===== config.mk =====
export PLATFORM = sky130hd
export DESIGN_NAME = dcache_port_arbiter
export DESIGN_NICKNAME = d
export VERILOG_FILES = /design/src/rtl/dcarb_pkg.sv /design/src/rtl/dcarb_rd_pipe.sv /design/src/rtl/dcache_port_arbiter.sv
export SDC_FILE = /design/constraint.sdc
export NUM_CORES = 1
export LEC_CHECK = 0
export ABC_AREA = 1
export CAP_MARGIN = 20
export CORE_ASPECT_RATIO = 1.2
export CORE_UTILIZATION = 30
export DETAILED_ROUTE_END_ITERATION = 16
export HOLD_SLACK_MARGIN = 0.1
export PLACE_DENSITY = 0.67
export SLEW_MARGIN = 20
export SYNTH_ARGS = -nofsm -noshare
export SYNTH_HDL_FRONTEND = slang
export SYNTH_HIERARCHICAL = 1
export SYNTH_SLANG_ARGS = --single-unit

===== constraint.sdc =====
create_clock -name clk -period 2.95 [get_ports clk]
set_input_delay 0.59 -clock clk [delete_from_list [all_inputs] [get_ports clk]]
set_output_delay 0.59 -clock clk [all_outputs]
set_load 0.05 [all_outputs]

===== src/rtl/dcarb_pkg.sv =====
// Shared types and defaults for the data-cache port arbiter.
package dcarb_pkg;

   localparam int DEF_ADDR_W     = 12;
   localparam int DEF_DATA_W     = 32;
   localparam int DEF_RD_LAT     = 1;
   localparam int DEF_STARVE_MAX = 4;
   localparam int STARVE_W       = 4;
   localparam int PERF_W         = 16;

   typedef enum logic [1:0] {
      OWN_NONE = 2'd0,
      OWN_CORE = 2'd1,
      OWN_DBG  = 2'd2
   } owner_e;

   typedef struct packed {
      logic                      we;
      logic [DEF_ADDR_W-1:0]     addr;
      logic [DEF_DATA_W/8-1:0]   wmask;
      logic [DEF_DATA_W-1:0]     wdata;
   } mem_req_t;

   // Saturating increment used by the optional performance counters.
   function automatic logic [PERF_W-1:0] satInc(input logic [PERF_W-1:0] value);
      return (value == {PERF_W{1'b1}}) ? value : value + 1'b1;
   endfunction

endpackage


===== src/rtl/dcarb_rd_pipe.sv =====
// Read-return tracker: RD_LAT-deep {valid, owner} shift register that
// steers SRAM read data to whichever requester issued the read.
module dcarb_rd_pipe
   import dcarb_pkg::*;
#(
   parameter int DATA_W = DEF_DATA_W,
   parameter int RD_LAT = DEF_RD_LAT
) (
   input  logic              clk,
   input  logic              rst,
   input  logic              i_push_valid,
   input  owner_e            i_push_owner,
   input  logic [DATA_W-1:0] i_mem_rdata,
   output logic              o_core_rvalid,
   output logic [DATA_W-1:0] o_core_rdata,
   output logic              o_dbg_rvalid,
   output logic [DATA_W-1:0] o_dbg_rdata
);

   logic              r_valid [RD_LAT];
   owner_e            r_owner [RD_LAT];
   logic [DATA_W-1:0] r_core_rdata;
   logic [DATA_W-1:0] r_dbg_rdata;
   logic              w_tail_valid;
   logic              w_core_hit;
   logic              w_dbg_hit;

   // The tail is gated by rst so a read that was in flight never surfaces.
   assign w_tail_valid = r_valid[RD_LAT-1] && !rst;
   assign w_core_hit   = w_tail_valid && (r_owner[RD_LAT-1] == OWN_CORE);
   assign w_dbg_hit    = w_tail_valid && (r_owner[RD_LAT-1] == OWN_DBG);

   always_ff @(posedge clk) begin
      if (rst) begin
         for (int i = 0; i < RD_LAT; i++) begin
            r_valid[i] <= 1'b0;
            r_owner[i] <= OWN_NONE;
         end
         r_core_rdata <= '0;
         r_dbg_rdata  <= '0;
      end else begin
         r_valid[0] <= i_push_valid;
         r_owner[0] <= i_push_owner;
         for (int i = 1; i < RD_LAT; i++) begin
            r_valid[i] <= r_valid[i-1];
            r_owner[i] <= r_owner[i-1];
         end
         if (w_core_hit) begin
            r_core_rdata <= i_mem_rdata;
         end
         if (w_dbg_hit) begin
            r_dbg_rdata <= i_mem_rdata;
         end
      end
   end

   // Returned data passes straight through on its valid cycle and is held afterwards.
   assign o_core_rvalid = w_core_hit;
   assign o_dbg_rvalid  = w_dbg_hit;
   assign o_core_rdata  = w_core_hit ? i_mem_rdata : r_core_rdata;
   assign o_dbg_rdata   = w_dbg_hit  ? i_mem_rdata : r_dbg_rdata;

endmodule


===== src/rtl/dcache_port_arbiter.sv =====
// Two-requester arbiter for the single data-cache SRAM port (core priority,
// starvation-protected debug port). Optional counters: define DCARB_PERF_EN.
module dcache_port_arbiter
   import dcarb_pkg::*;
#(
   parameter int ADDR_W     = DEF_ADDR_W,
   parameter int DATA_W     = DEF_DATA_W,
   parameter int RD_LAT     = DEF_RD_LAT,
   parameter int STARVE_MAX = DEF_STARVE_MAX
) (
   input  logic                clk,
   input  logic                rst,
   input  logic                core_req,
   input  logic                core_we,
   input  logic [ADDR_W-1:0]   core_addr,
   input  logic [DATA_W/8-1:0] core_wmask,
   input  logic [DATA_W-1:0]   core_wdata,
   output logic                core_gnt,
   output logic                core_rvalid,
   output logic [DATA_W-1:0]   core_rdata,
   input  logic                dbg_req,
   input  logic                dbg_we,
   input  logic [ADDR_W-1:0]   dbg_addr,
   input  logic [DATA_W/8-1:0] dbg_wmask,
   input  logic [DATA_W-1:0]   dbg_wdata,
   output logic                dbg_gnt,
   output logic                dbg_rvalid,
   output logic [DATA_W-1:0]   dbg_rdata,
   output logic                mem_cen,
   output logic                mem_wen,
   output logic [ADDR_W-1:0]   mem_addr,
   output logic [DATA_W/8-1:0] mem_wmask,
   output logic [DATA_W-1:0]   mem_wdata,
`ifdef DCARB_PERF_EN
   output logic [PERF_W-1:0]   perf_core_gnt,
   output logic [PERF_W-1:0]   perf_dbg_gnt,
   output logic [PERF_W-1:0]   perf_conflict,
`endif
   input  logic [DATA_W-1:0]   mem_rdata
);

   logic                w_core_gnt;
   logic                w_dbg_gnt;
   logic                w_conflict;
   logic                w_starved;
   logic                w_rd_push;
   owner_e              w_owner;
   logic [STARVE_W-1:0] r_starve_cnt;

   assign w_conflict = core_req && dbg_req;
   assign w_starved  = (r_starve_cnt == STARVE_W'(STARVE_MAX));

   // Core wins unless debug has been denied STARVE_MAX cycles in a row.
   always_comb begin
      w_core_gnt = 1'b0;
      w_dbg_gnt  = 1'b0;
      if (!rst) begin
         if (core_req && !(dbg_req && w_starved)) begin
            w_core_gnt = 1'b1;
         end else if (dbg_req) begin
            w_dbg_gnt = 1'b1;
         end
      end
   end

   always_comb begin
      mem_cen   = 1'b0;
      mem_wen   = 1'b0;
      mem_addr  = '0;
      mem_wmask = '0;
      mem_wdata = '0;
      w_owner   = OWN_NONE;
      if (w_core_gnt) begin
         mem_cen   = 1'b1;
         mem_wen   = core_we;
         mem_addr  = core_addr;
         mem_wmask = core_wmask;
         mem_wdata = core_wdata;
         w_owner   = OWN_CORE;
      end else if (w_dbg_gnt) begin
         mem_cen   = 1'b1;
         mem_wen   = dbg_we;
         mem_addr  = dbg_addr;
         mem_wmask = dbg_wmask;
         mem_wdata = dbg_wdata;
         w_owner   = OWN_DBG;
      end
   end

   // A pending, ungranted debug request implies the core took the slot.
   always_ff @(posedge clk) begin
      if (rst || !dbg_req || w_dbg_gnt) begin
         r_starve_cnt <= '0;
      end else if (!w_starved) begin
         r_starve_cnt <= r_starve_cnt + 1'b1;
      end
   end

   assign core_gnt  = w_core_gnt;
   assign dbg_gnt   = w_dbg_gnt;
   assign w_rd_push = mem_cen && !mem_wen;

   dcarb_rd_pipe #(
      .DATA_W (DATA_W),
      .RD_LAT (RD_LAT)
   ) u_rd_pipe (
      .clk           (clk),
      .rst           (rst),
      .i_push_valid  (w_rd_push),
      .i_push_owner  (w_owner),
      .i_mem_rdata   (mem_rdata),
      .o_core_rvalid (core_rvalid),
      .o_core_rdata  (core_rdata),
      .o_dbg_rvalid  (dbg_rvalid),
      .o_dbg_rdata   (dbg_rdata)
   );

`ifdef DCARB_PERF_EN
   owner_e            r_last_owner;
   logic              r_last_conflict;
   logic [PERF_W-1:0] r_perf_core;
   logic [PERF_W-1:0] r_perf_dbg;
   logic [PERF_W-1:0] r_perf_conflict;

   // Counters work from the registered per-cycle owner, so they trail grants by one cycle.
   always_ff @(posedge clk) begin
      if (rst) begin
         r_last_owner    <= OWN_NONE;
         r_last_conflict <= 1'b0;
         r_perf_core     <= '0;
         r_perf_dbg      <= '0;
         r_perf_conflict <= '0;
      end else begin
         r_last_owner    <= w_owner;
         r_last_conflict <= w_conflict;
         if (r_last_owner == OWN_CORE) begin
            r_perf_core <= satInc(r_perf_core);
         end
         if (r_last_owner == OWN_DBG) begin
            r_perf_dbg <= satInc(r_perf_dbg);
         end
         if (r_last_conflict) begin
            r_perf_conflict <= satInc(r_perf_conflict);
         end
      end
   end

   assign perf_core_gnt = r_perf_core;
   assign perf_dbg_gnt  = r_perf_dbg;
   assign perf_conflict = r_perf_conflict;
`else
   logic w_unused_conflict;
   assign w_unused_conflict = w_conflict;
`endif

endmodule


Yosys cells after proc, flatten, opt, wreduce, memory -nomap -nowiden
Memories as Yosys holds them, arrays and structs flattened.
Cells that the tools add are included.
Word-level totals
  output and inout port bits: 118
  memory bits (writable): 3
  memories: 2
  register bits: 68
  bits of input ports: 134
  word-level logic and storage cells: 49
Cells by class
  equal/unequal tests: 3
  reduce and logical (&&, ||, !) cells: 14
  muxes and demuxes: 26
  $add $sub $neg: 1
Memories
  u_rd_pipe.r_owner: words 1, width 2, read ports 1, clocked after Yosys merged registers in 0, write ports 1, line dcarb_rd_pipe.sv:21  | owner_e r_owner [RD_LAT];
  u_rd_pipe.r_valid: words 1, width 1, read ports 1, clocked after Yosys merged registers in 0, write ports 1, line dcarb_rd_pipe.sv:20  | logic r_valid [RD_LAT];
Operator list (count)
  two-way mux 32 bit: 4
  two-way mux 12 bit: 2
  two-way mux 1 bit: 15
  two-way mux 4 bit: 2
  logical AND 1 bit: 6
  two-way mux 2 bit: 3
  adder 4 x 1 -> 4 bit, second input constant: 1
  equality test 4 x 3 -> 1 bit, second input constant: 1
  logical NOT 1 bit: 4
  equality test 2 x 1 -> 1 bit, second input constant: 1
  equality test 2 bit, second input constant: 1
  logical OR 1 bit: 2
  OR reduction 2 bit: 1
  OR reduction 1 bit: 1

Depth between registers and ports, before layout
  word-level depth: 11
  mapped depth: 10
  gate-level depth less buffers: 9

By module
The synthesis kept the hierarchy.
By module, submodules not included
  dcarb_rd_pipe: area each 3215.6 µm², instances 1, cells an instance 526, sequential area each 1341.3 µm²
  dcache_port_arbiter: area each 900.9 µm², instances 1, cells an instance 197, sequential area each 80.1 µm²

Worst setup path after synthesis
Ideal clock, no wire load.
  kind: reg-to-output
  from: reg r_starve_cnt[0]
  to: out mem_addr[0]
  cell stages (with the launch flop): 9
  data required time: 2.360 ns
  buffers on the path: 1
  path slack: 0.657 ns
  arrival: 1.703 ns
  cells stage by stage: dfxtp_1 > inv_1 > ha_1 > nand4_1 > nand2_2 > nor2_4 > buf_2 > nand2_1 > nand2_1
Between the ends
  elaborated cells between the ends (all ways): 10
  classes of those cells: eq/ne (1); mux (6); reduce/logical (3)
RTL lines
  from (decl): line dcache_port_arbiter.sv:48  | logic [STARVE_W-1:0] r_starve_cnt;
  from (signal assigned): line dcache_port_arbiter.sv:95  | r_starve_cnt <= r_starve_cnt + 1'b1;
  equality test 4 x 3 -> 1 bit: line dcache_port_arbiter.sv:51  | assign w_starved = (r_starve_cnt == STARVE_W'(STARVE_MAX));
  logical AND 1 bit: line dcache_port_arbiter.sv:58  | if (core_req && !(dbg_req && w_starved)) begin
  logical NOT 1 bit: line dcache_port_arbiter.sv:58
  logical AND 1 bit: line dcache_port_arbiter.sv:58
  two-way mux 1 bit: line dcache_port_arbiter.sv:58
  two-way mux 1 bit: line dcache_port_arbiter.sv:57  | if (!rst) begin
  via core_gnt: line dcache_port_arbiter.sv:18  | output logic core_gnt,
  two-way mux 12 bit: line dcache_port_arbiter.sv:73  | if (w_core_gnt) begin
  to (decl): line dcache_port_arbiter.sv:31  | output logic [ADDR_W-1:0] mem_addr,
The timed path passes the listed nets, and every way through them passes these cells.

Worst setup path after layout
  from: in dbg_req
  to: out mem_wmask[2]
Between the ends
  cells in the longest elaborated chain, start to end: 7
  elaborated cells between the ends (all ways): 10
  classes of those cells: mux (7); reduce/logical (3)
RTL lines
  from (decl): line dcache_port_arbiter.sv:21  | input logic dbg_req,
  logical AND 1 bit: line dcache_port_arbiter.sv:58
  logical NOT 1 bit: line dcache_port_arbiter.sv:58
  logical AND 1 bit: line dcache_port_arbiter.sv:58
  two-way mux 1 bit: line dcache_port_arbiter.sv:58
  two-way mux 1 bit: line dcache_port_arbiter.sv:57
  two-way mux 4 bit: line dcache_port_arbiter.sv:80  | end else if (w_dbg_gnt) begin
  two-way mux 4 bit *: line dcache_port_arbiter.sv:73
  to (decl): line dcache_port_arbiter.sv:32  | output logic [DATA_W/8-1:0] mem_wmask,
Mark *: on every way between the ends. The rest lies on a longest branch, timed or not.

==> impl_metrics.env <==
export IMPL_postCtsSetupRepairBufs=0
export IMPL_antenna_found_initial=0
export IMPL_clock_latency_ns=0.33
export IMPL_status="completed"
export IMPL_cts_sinks=71
export IMPL_die_h_um=130
export IMPL_synth_compound_area_frac=0.00365
export IMPL_finalCriticalPeriod_ns=2.74
export IMPL_hp_start="u_rd_pipe/r_core_rdata[11]"
export IMPL_antenna_left=0
export IMPL_finalWirelength_um=14300
export IMPL_io_buffers=251
export IMPL_critPathRequiredTime_ns=2.36
export IMPL_die_x_um=109
export IMPL_wl_per_cell_um=12.6
export IMPL_ios=252
export IMPL_yosys_area_share_simple=0.422
export IMPL_start_kind="primary input"
export IMPL_place_congestion=0.833
export IMPL_cap_violations=0
export IMPL_holdPathStages=4
export IMPL_n_antenna_cell=0
export IMPL_syn_to_final_growth_pct=100
export IMPL_ys_ff_latch=71
export IMPL_synth_top_area_share=0.345
export IMPL_synth_cell_types=19
export IMPL_r2r_cells=7
export IMPL_synthTopCellsByCount="276 x nand2_1, 177 x inv_1, 74 x nor2_1"
export IMPL_yosysMostFrequentCell="nand2_1"
export IMPL_cpMaxStageDelayCell="clkdlybuf4s50_1"
export IMPL_finalHoldViolations=0
export IMPL_synth_edff_count=0
export IMPL_avgSynthCellArea_um2=5.69
export IMPL_drtIter0Drc=289
export IMPL_first_global_vias=4739
export IMPL_cts_tree="yes"
export IMPL_root_buffer="clkbuf_16"
export IMPL_relSlewSlack=0.514
export IMPL_ir_worst_vdd_v=0.000270
export IMPL_setup_ws_ns=0.206
export IMPL_crit_type="primary input to output port"
export IMPL_yosysSeqAreaShare=0.345
export IMPL_path_cells="clkdlybuf4s50_1 > nand4_1 > nand2_2 > nand2_2 > clkinv_2 > buf_12 > nand2_1 > nand2_1 > buf_12"
export IMPL_gr_total_overflow=0
export IMPL_drive_above_1_share=0.161
export IMPL_hpwl_um=11000
export IMPL_clk_pin_slew_ns=0.06
export IMPL_synthAdderAreaFrac=0.00608
export IMPL_vias_per_cell=4.27
export IMPL_synthMuxAreaShare=0
export IMPL_post_route_period_util=0.930
export IMPL_p_leak_nw=4.41
export IMPL_synth_nets=859
export IMPL_crit_arrival_ns=2.15
export IMPL_grt_pass1_wl_um=22700
export IMPL_synth_area_um2=4120
export IMPL_setup_viol=0
export IMPL_async_reset_ff_frac=0
export IMPL_fin_skew_ns=0.00680
export IMPL_reg2reg_to="u_rd_pipe/r_core_rdata[15]"
export IMPL_power_density_nw_per_um2=363
export IMPL_numCtsBuffers=9
export IMPL_holdCritPathClass="flip-flop to flip-flop"
export IMPL_hold_buffers=0
export IMPL_dr_pass1_iters=4
export IMPL_ctsResizeCount=0
export IMPL_fp_dieArea_um2=14200
export IMPL_rsz0062_at_grt="no"
export IMPL_nNetsFinal=1094
export IMPL_ys_warn_count=6
export IMPL_crit_fanout=21
export IMPL_synth_area_top_cells="dfxtp_1 35%, nand2_1 25%, inv_1 16%"
export IMPL_yosysTopAreaCell="dfxtp_1"
export IMPL_max_freq_ghz=0.364
export IMPL_holdPathEnd="u_rd_pipe/r_core_rdata[11]"
export IMPL_grt_use_total=0.209
export IMPL_ys_flop_type="dfxtp_1"
export IMPL_reg2reg_slack_ns=1.31
export IMPL_core_area_um2=13300
export IMPL_vias=4830
export IMPL_tns_ns=0
export IMPL_synth_top_family_by_area="simple AND/OR/NAND/NOR gates"
export IMPL_slew_viol_final=0
export IMPL_netlist_instances=723
export IMPL_rows=46
export IMPL_drc_errors=0
export IMPL_r2r_start="u_rd_pipe/r_owner[0][0]"
export IMPL_endpoint_kind="output port"
export IMPL_synth_xor_area_share=0.00426
export IMPL_htreeDepth=3
export IMPL_grt_max_degree=61
export IMPL_worstMarginPinSlew_ns=0.726
export IMPL_clockBufferDepth=2
export IMPL_initial_core_util=0.310
export IMPL_dp_slack_ns=0.177
export IMPL_slowest_delay_ns=0.50
[report_power, final]
group / switching (W) / leakage [nW] / total [W] / internal [W]
sequential: 0.00000413 / 0.573 / 0.000973 / 0.000968
clock: 0.000401 / 0.160 / 0.00123 / 0.000827
combinational: 0.000393 / 3.68 / 0.000789 / 0.000396
total: 0.000798 / 4.41 / 0.00299 / 0.00219
[critical path: cells and delay by family]
kind	cells	cell delay (ns)
and+or+nand+nor	5	0.55
buffers and inverters	4	1.00
[cell usage in the layout, fill, tap and decap left out]
cell type        netlist  routed
clkinvlp_4             0       1
ha_1                   2       2
buf_4                  9       7
nand3_1               67      67
clkdlybuf4s50_1        0     132
buf_12                 0     121
xor2_1                 2       2
inv_1                177     177
clkinv_4               0       1
nand2_1              276     276
clkbuf_1               6       2
dfxtp_1               71      71
clkinv_2               1       1
nor2_2                 1       1
buf_2                 19       1
nor2_4                 4       4
o21ai_0                3       3
nor2_1                74      74
nand2_2                4       4
clkbuf_16              0       9
inv_2                  2       2
bufinv_16              0       3
nand4_1                2       2
[stage by stage]
| stage | std cells | hold slack (ns) | area, um^2 | total power [W] | util |
|---|---|---|---|---|---|
| after global routing | 1131 | 0.551 | 8240 | 0.00311 | 0.620 |
| after CTS | 1131 | 0.523 | 8240 | 0.00303 | 0.620 |
| after floorplan | 723 | 0.497 | 4120 | 0.00132 | - |
| after global placement | 1115 | 0.507 | 7910 | 0.00178 | 0.595 |
| after detailed placement | 1115 | 0.511 | 7910 | 0.00179 | 0.595 |
| final | 1131 | 0.521 | 8240 | 0.00299 | 0.620 |
[cell type report]
| class | count | area [um^2] |
|---|---|---|
| Fill cell | 1173 | 5050 |
| Timing Repair Buffer | 261 | 3800 |
| Multi-Input combinational cell | 435 | 1800 |
| Sequential cell | 71 | 1420 |
| Inverter | 180 | 677 |
| Clock buffer | 11 | 233 |
| Tap cell | 168 | 210 |
| Clock inverter | 5 | 106 |
[state kept, by name (all words and copies together) (netlist names)]
register	flops
u_rd_pipe/r_valid	1
u_rd_pipe/r_owner	2
u_rd_pipe/r_core_rdata	32
r_starve_cnt	4
u_rd_pipe/r_dbg_rdata	32
[logic make-up after synthesis]
logic type,after synthesis
AND/OR/NAND/NOR,428
buffers and inverters,217
flip-flops,71
AO/OA/AOI/OAI,3
XOR/XNOR,2
adder cells (fa/ha/maj),2
[layer usage]
layer / up-vias / GRT usage / routed length (um)
li1: 2525 / - / -
met1: 2076 / 0.213 / 5240
met2: 202 / 0.390 / 7530
met3: 27 / 0.0564 / 1080
met4: 0 / 0.0938 / 432
met5: - / 0 / 0
[worst max path at each step]
stage | from | end | slack (ns) | cells after the start
after floorplan | r_starve_cnt[0] | mem_addr[0] | 0.66 | 8
after global placement | dbg_req | mem_wdata[8] | 0.22 | 9
after detailed placement | dbg_req | mem_wdata[8] | 0.18 | 9
after CTS | dbg_req | mem_wdata[8] | 0.18 | 9
after global routing | dbg_req | mem_wdata[8] | 0.07 | 9
final | dbg_req | mem_wmask[2] | 0.21 | 9
No activity file was read; power rests on OpenSTA's default activity.
